<file path="src/rtl/ps2_host_tx.sv">
`timescale 1ns/1ps
`default_nettype none
//==============================================================================
// Module   : ps2_host_tx
// Brief    : PS/2 host-to-device command transmitter driving open-drain clk/data.
// Revision : 1.0
//==============================================================================
module ps2_host_tx #(
    parameter int INHIBIT_CYCLES = 10000,
    parameter int TIMEOUT_CYCLES = 2000000
) (
    input  logic       clock,
    input  logic       reset,
    input  logic [7:0] tx_data,
    input  logic       tx_valid,
    output logic       tx_ready,
    input  logic       ps2_clk_in,
    input  logic       ps2_data_in,
    output logic       ps2_clk_oe,
    output logic       ps2_data_oe,
    output logic       busy,
    output logic       tx_done,
    output logic       tx_error
);

    localparam int c_inh_w = (INHIBIT_CYCLES > 1) ? $clog2(INHIBIT_CYCLES) : 1;
    localparam int c_to_w  = (TIMEOUT_CYCLES > 1) ? $clog2(TIMEOUT_CYCLES) : 1;

    localparam logic [c_inh_w-1:0] c_inh_last   = c_inh_w'(INHIBIT_CYCLES - 1);
    localparam logic [c_to_w-1:0]  c_to_last    = c_to_w'(TIMEOUT_CYCLES - 1);
    localparam logic               c_inh_single = (INHIBIT_CYCLES == 1);

    localparam logic [2:0] c_st_idle    = 3'd0;
    localparam logic [2:0] c_st_inhibit = 3'd1;
    localparam logic [2:0] c_st_send    = 3'd2;
    localparam logic [2:0] c_st_ack     = 3'd3;
    localparam logic [2:0] c_st_wait    = 3'd4;

    logic [2:0]         r_state;
    logic               r_clk_s1;
    logic               r_clk_s2;
    logic               r_clk_s3;
    logic               r_data_s1;
    logic               r_data_s2;
    logic [7:0]         r_shift;
    logic               r_parity;
    logic [3:0]         r_bit_idx;
    logic [c_inh_w-1:0] r_inh_cnt;
    logic [c_to_w-1:0]  r_to_cnt;
    logic               r_clk_oe;
    logic               r_data_oe;
    logic               r_done;
    logic               r_error;

    logic [2:0]         w_state_nxt;
    logic [7:0]         w_shift_nxt;
    logic               w_parity_nxt;
    logic [3:0]         w_bit_idx_nxt;
    logic [c_inh_w-1:0] w_inh_cnt_nxt;
    logic [c_to_w-1:0]  w_to_cnt_nxt;
    logic               w_clk_oe_nxt;
    logic               w_data_oe_nxt;
    logic               w_done_nxt;
    logic               w_error_nxt;

    logic               w_fall;
    logic               w_timeout;
    logic [c_inh_w-1:0] w_inh_cnt_inc;
    logic [c_to_w-1:0]  w_to_cnt_inc;

    // Edge detect runs one flop behind the 2-flop synchronizer output.
    assign w_fall        = r_clk_s3 & ~r_clk_s2;
    assign w_timeout     = (r_to_cnt == c_to_last);
    assign w_inh_cnt_inc = r_inh_cnt + 1'b1;
    assign w_to_cnt_inc  = r_to_cnt + 1'b1;

    always_comb begin
        w_state_nxt   = r_state;
        w_shift_nxt   = r_shift;
        w_parity_nxt  = r_parity;
        w_bit_idx_nxt = r_bit_idx;
        w_inh_cnt_nxt = r_inh_cnt;
        w_to_cnt_nxt  = r_to_cnt;
        w_clk_oe_nxt  = 1'b0;
        w_data_oe_nxt = 1'b0;
        w_done_nxt    = 1'b0;
        w_error_nxt   = 1'b0;

        case (r_state)
            c_st_idle: begin
                if (tx_valid) begin
                    w_shift_nxt   = tx_data;
                    w_parity_nxt  = ~^tx_data;
                    w_bit_idx_nxt = 4'd0;
                    w_inh_cnt_nxt = '0;
                    w_to_cnt_nxt  = '0;
                    w_clk_oe_nxt  = 1'b1;
                    w_data_oe_nxt = c_inh_single;
                    w_state_nxt   = c_st_inhibit;
                end
            end

            c_st_inhibit: begin
                if (r_inh_cnt == c_inh_last) begin
                    // Release clock, keep the start bit on the data line.
                    w_data_oe_nxt = 1'b1;
                    w_bit_idx_nxt = 4'd0;
                    w_to_cnt_nxt  = '0;
                    w_state_nxt   = c_st_send;
                end else begin
                    w_inh_cnt_nxt = w_inh_cnt_inc;
                    w_clk_oe_nxt  = 1'b1;
                    w_data_oe_nxt = (w_inh_cnt_inc == c_inh_last);
                end
            end

            c_st_send: begin
                if (w_timeout) begin
                    w_error_nxt = 1'b1;
                    w_state_nxt = c_st_idle;
                end else begin
                    w_to_cnt_nxt  = w_to_cnt_inc;
                    w_data_oe_nxt = r_data_oe;
                    if (w_fall) begin
                        if (r_bit_idx < 4'd8) begin
                            w_data_oe_nxt = ~r_shift[r_bit_idx[2:0]];
                        end else if (r_bit_idx == 4'd8) begin
                            w_data_oe_nxt = ~r_parity;
                        end else begin
                            w_data_oe_nxt = 1'b0;
                            w_state_nxt   = c_st_ack;
                        end
                        w_bit_idx_nxt = r_bit_idx + 4'd1;
                    end
                end
            end

            c_st_ack: begin
                if (w_timeout) begin
                    w_error_nxt = 1'b1;
                    w_state_nxt = c_st_idle;
                end else begin
                    w_to_cnt_nxt = w_to_cnt_inc;
                    if (w_fall) begin
                        if (r_data_s2) begin
                            w_error_nxt = 1'b1;
                            w_state_nxt = c_st_idle;
                        end else begin
                            w_state_nxt = c_st_wait;
                        end
                    end
                end
            end

            c_st_wait: begin
                if (w_timeout) begin
                    w_error_nxt = 1'b1;
                    w_state_nxt = c_st_idle;
                end else if (r_clk_s2 && r_data_s2) begin
                    w_done_nxt  = 1'b1;
                    w_state_nxt = c_st_idle;
                end else begin
                    w_to_cnt_nxt = w_to_cnt_inc;
                end
            end

            default: begin
                w_state_nxt = c_st_idle;
            end
        endcase
    end

    always_ff @(posedge clock) begin
        if (reset) begin
            r_state   <= c_st_idle;
            r_clk_s1  <= 1'b1;
            r_clk_s2  <= 1'b1;
            r_clk_s3  <= 1'b1;
            r_data_s1 <= 1'b1;
            r_data_s2 <= 1'b1;
            r_shift   <= 8'd0;
            r_parity  <= 1'b0;
            r_bit_idx <= 4'd0;
            r_inh_cnt <= '0;
            r_to_cnt  <= '0;
            r_clk_oe  <= 1'b0;
            r_data_oe <= 1'b0;
            r_done    <= 1'b0;
            r_error   <= 1'b0;
        end else begin
            r_state   <= w_state_nxt;
            r_clk_s1  <= ps2_clk_in;
            r_clk_s2  <= r_clk_s1;
            r_clk_s3  <= r_clk_s2;
            r_data_s1 <= ps2_data_in;
            r_data_s2 <= r_data_s1;
            r_shift   <= w_shift_nxt;
            r_parity  <= w_parity_nxt;
            r_bit_idx <= w_bit_idx_nxt;
            r_inh_cnt <= w_inh_cnt_nxt;
            r_to_cnt  <= w_to_cnt_nxt;
            r_clk_oe  <= w_clk_oe_nxt;
            r_data_oe <= w_data_oe_nxt;
            r_done    <= w_done_nxt;
            r_error   <= w_error_nxt;
        end
    end

    assign tx_ready    = (r_state == c_st_idle);
    assign busy        = (r_state != c_st_idle);
    assign ps2_clk_oe  = r_clk_oe;
    assign ps2_data_oe = r_data_oe;
    assign tx_done     = r_done;
    assign tx_error    = r_error;

endmodule
`default_nettype wire

</file>
<file path="config.mk">
export PLATFORM = sky130hd
export DESIGN_NAME = ps2_host_tx
export DESIGN_NICKNAME = d
export VERILOG_FILES = /design/src/rtl/ps2_host_tx.sv
export SDC_FILE = /design/constraint.sdc
export NUM_CORES = 1
export LEC_CHECK = 0
export BUFFER_PORTS_ARGS = -buffer_cell sky130_fd_sc_hd__buf_2
export CAP_MARGIN = 20
export CORE_MARGIN = 4
export CORE_UTILIZATION = 55
export CTS_CLUSTER_DIAMETER = 40
export DETAILED_ROUTE_END_ITERATION = 12
export PLACE_DENSITY = 0.73
export SYNTH_ARGS = -nofsm -noshare
export SYNTH_HDL_FRONTEND = slang
export SYNTH_SLANG_ARGS = --single-unit
</file>
<file path="constraint.sdc">
create_clock -name clock -period 6.9 [get_ports clock]
set_input_delay 1.035 -clock clock [delete_from_list [all_inputs] [get_ports clock]]
set_output_delay 1.035 -clock clock [all_outputs]
set_load 0.02 [all_outputs]
</file>
==> impl_metrics.json <==
{
  "r2r-start": "r_state[0]",
  "clk_pin_slew_ns": 0.07,
  "crit_path_end": "r_to_cnt[18]",
  "hold_viol_final": 0,
  "num_vias": 2889,
  "drv_cap": 0,
  "postRouteAntennaNets": 0,
  "cts_sinks": 60,
  "p_per_area_nw_per_um2": 217.1,
  "port_buffers": 18,
  "drtIter0Drc": 180,
  "cts_tree": "done",
  "die_h_um": 85.97,
  "ctsResizeCount": 0,
  "dp_cells": 475,
  "core_um2": 5921,
  "hp-class": "reg2reg",
  "firstDrtPassIters": 4,
  "slew_headroom": 0.4664,
  "whs_path_depth": 1,
  "finalSetupViolations": 0,
  "numCtsBuffers": 9,
  "cpLargestDelayFamily": "compound AO/OA/AOI/OAI gates",
  "place_hpwl_um": 4825,
  "endpoint_kind": "flop",
  "wl_per_cell_um": 14.16,
  "synth_seq_area_share": 0.3593,
  "rsz0062_at_grt": "no",
  "ys_seq_elements": 60,
  "num-nets-final": 430,
  "dieArea_um2": 7390,
  "r2r_slack_ns": 3.95,
  "finalNonFillerCells": 492,
  "grt_pass1_vias": 2693,
  "yosys-top-cells-area": "dfxtp_1, xnor2_1, nor2_1",
  "initial_core_util": 0.5647,
  "insertion_delay_ns": 0.34,
  "critical-path-max-stage-delay_ns": 0.69,
  "antenna_cells": 0,
  "critPathRequiredTime_ns": 7.13,
  "worstRegToRegCells": 6,
  "p_leak_uw": 0.001268,
  "cts.htree.levels": 3,
  "synthesis.area_um2": 3343,
  "critPathMaxFanout": 22,
  "area_delta_synth_final_pct": 8.945,
  "critPathLaunchType": "flop",
  "drive_gt1_frac": 0.1463,
  "fin_crit_sh": 0.4274,
  "crit_cells": 6,
  "grt_usage": 0.2074,
  "yosysTopAreaCellShare": 0.3593,
  "synth-main-ff-cell": "dfxtp_1",
  "synth_common_cells": "dfxtp_1, nor2_1, nand2_1",
  "num_io_pins": 19,
  "hold_buffers": 0,
  "multi_input_area_um2": 1998,
  "worstSetupPathType": "reg2reg",
  "synth.distinct_cells": 61,
  "total_power_uw": 790.6,
  "synthesis.nets": 421,
  "grt_overflow": 0,
  "gp_congestion": 0.9051,
  "netlist_instances": 403,
  "r2r_end": "r_to_cnt[18]",
  "fp-row-count": 28,
  "tns_ns": 0,
  "synth_most_common_cell": "dfxtp_1",
  "ir_drop_v": 0.0001434,
  "slowest_stage": "a211o_1",
  "status": "finished, final reports clean",
  "slew_viol_final": 0,
  "antenna_found_initial": 0,
  "clock.fmax_mhz": 339.1,
  "wl_um": 6967,
  "register_area_um2": 1201,
  "post_cts_buffers": 0,
  "grt_pass1_wl_um": 12500,
  "crit_start": "r_state[0]",
  "worst-path-buf-inv": 0,
  "yosys_warnings": 0,
  "worst_pin_slew_ns": 0.7943,
  "fin_skew_ns": 0.007118,
  "vias_per_cell": 5.872,
  "cts_buffer_depth": 2,
  "async_flop_share": 0,
  "syn_avg_cell_area_um2": 8.296,
  "drc_errors": 0,
  "grt_max_degree": 41,
  "fillers": 530,
  "layout_min_cycle_time_ns": 2.949,
  "die_x_um": 85.97,
  "cp_cell_sequence": "or3b_2, a41oi_2, a211o_1, and4b_1, xnor2_1, nor2_1",
  "crit_arrival_ns": 3.17,
  "cts-root-buf": "clkbuf_8",
  "synth_edf_count": 0,
  "synth_area_leader_cell": "dfxtp_1"
}
-- cells by family (layout without fill, tap and decap cells) --
| kind of cell | count (synthesis) | after routing | synth area share |
|---|---|---|---|
| AO/OA/AOI/OAI | 79 | 79 | 0.1579 |
| adder cells (fa/ha/maj) | 5 | 5 | 0.01871 |
| flip-flops | 60 | 60 | 0.3593 |
| AND/OR/NAND/NOR | 191 | 191 | 0.3166 |
| buffers and inverters | 32 | 46 | 0.04304 |
| XOR/XNOR | 30 | 30 | 0.07860 |
| multiplexers | 6 | 6 | 0.02582 |
-- layout make-up --
cell class	count	share of cell area
Multi-Input combinational cell	311	0.5486
Sequential cell	60	0.3298
Clock buffer	12	0.04260
Timing Repair Buffer	20	0.02989
Tap cell	75	0.02576
Clock inverter	4	0.01305
Inverter	10	0.01031
-- cell usage in the layout, fill, tap and decap left out, types with 5 or more instances in the layout --
cell type and n:
and3_1 11, nand3_1 11, buf_2 18, dfxtp_1 60, nand2_1 45, or2_2 7, nor4b_1 5, nor3_1 21
xnor2_1 28, inv_1 10, a21oi_1 31, clkbuf_8 11, and4_1 5, o21ai_0 16, nor2_1 47, ha_1 5
a311oi_1 7, nand4_1 5
-- worst min path at each step --
stage | to | start
global placement | r_clk_s2 | r_clk_s1
CTS | r_data_s2 | r_data_s1
floorplan | r_clk_s2 | r_clk_s1
finish | r_data_s2 | r_data_s1
detailed placement | r_data_s2 | r_data_s1
global route | r_data_s2 | r_data_s1
-- registers in the layout (all words and copies together), names as in the netlist --
signal and flops:
r_to_cnt 21, r_inh_cnt 14, r_shift 8, r_bit_idx 4, r_state 3, ps2_clk_oe 1, ps2_data_oe 1, r_clk_s1 1
r_clk_s2 1, r_clk_s3 1, r_data_s1 1, r_data_s2 1, r_parity 1, tx_done 1, tx_error 1
-- per-stage QoR --
step	setup WS, ns	area, µm²	util	hold slack, ns
after floorplan	4.630	3343	-	0.3895
after global placement	4.037	3428	0.5790	0.3917
after detailed placement	3.983	3428	0.5790	0.3964
after CTS	3.987	3631	0.6133	0.4130
after global routing	3.764	3642	0.6152	0.4327
final	3.951	3642	0.6152	0.4095
-- report_power, final --
part	total (µW)	switching [µW]	internal, µW
clock network	323	137	185
logic	103	66.7	36.1
registers	365	9.43	356
total	791	213	577
-- per-layer routing --
| layer | track usage | part of all wire | vias up |
|---|---|---|---|
| li1 | - | - | 1460 |
| met1 | 0.2866 | 0.49 | 1351 |
| met2 | 0.3189 | 0.45 | 70 |
| met3 | 0.03842 | 0.044 | 8 |
| met4 | 0.08201 | 0.012 | 0 |
| met5 | 0 | 0 | - |
(Power assumes the default switching activity.)
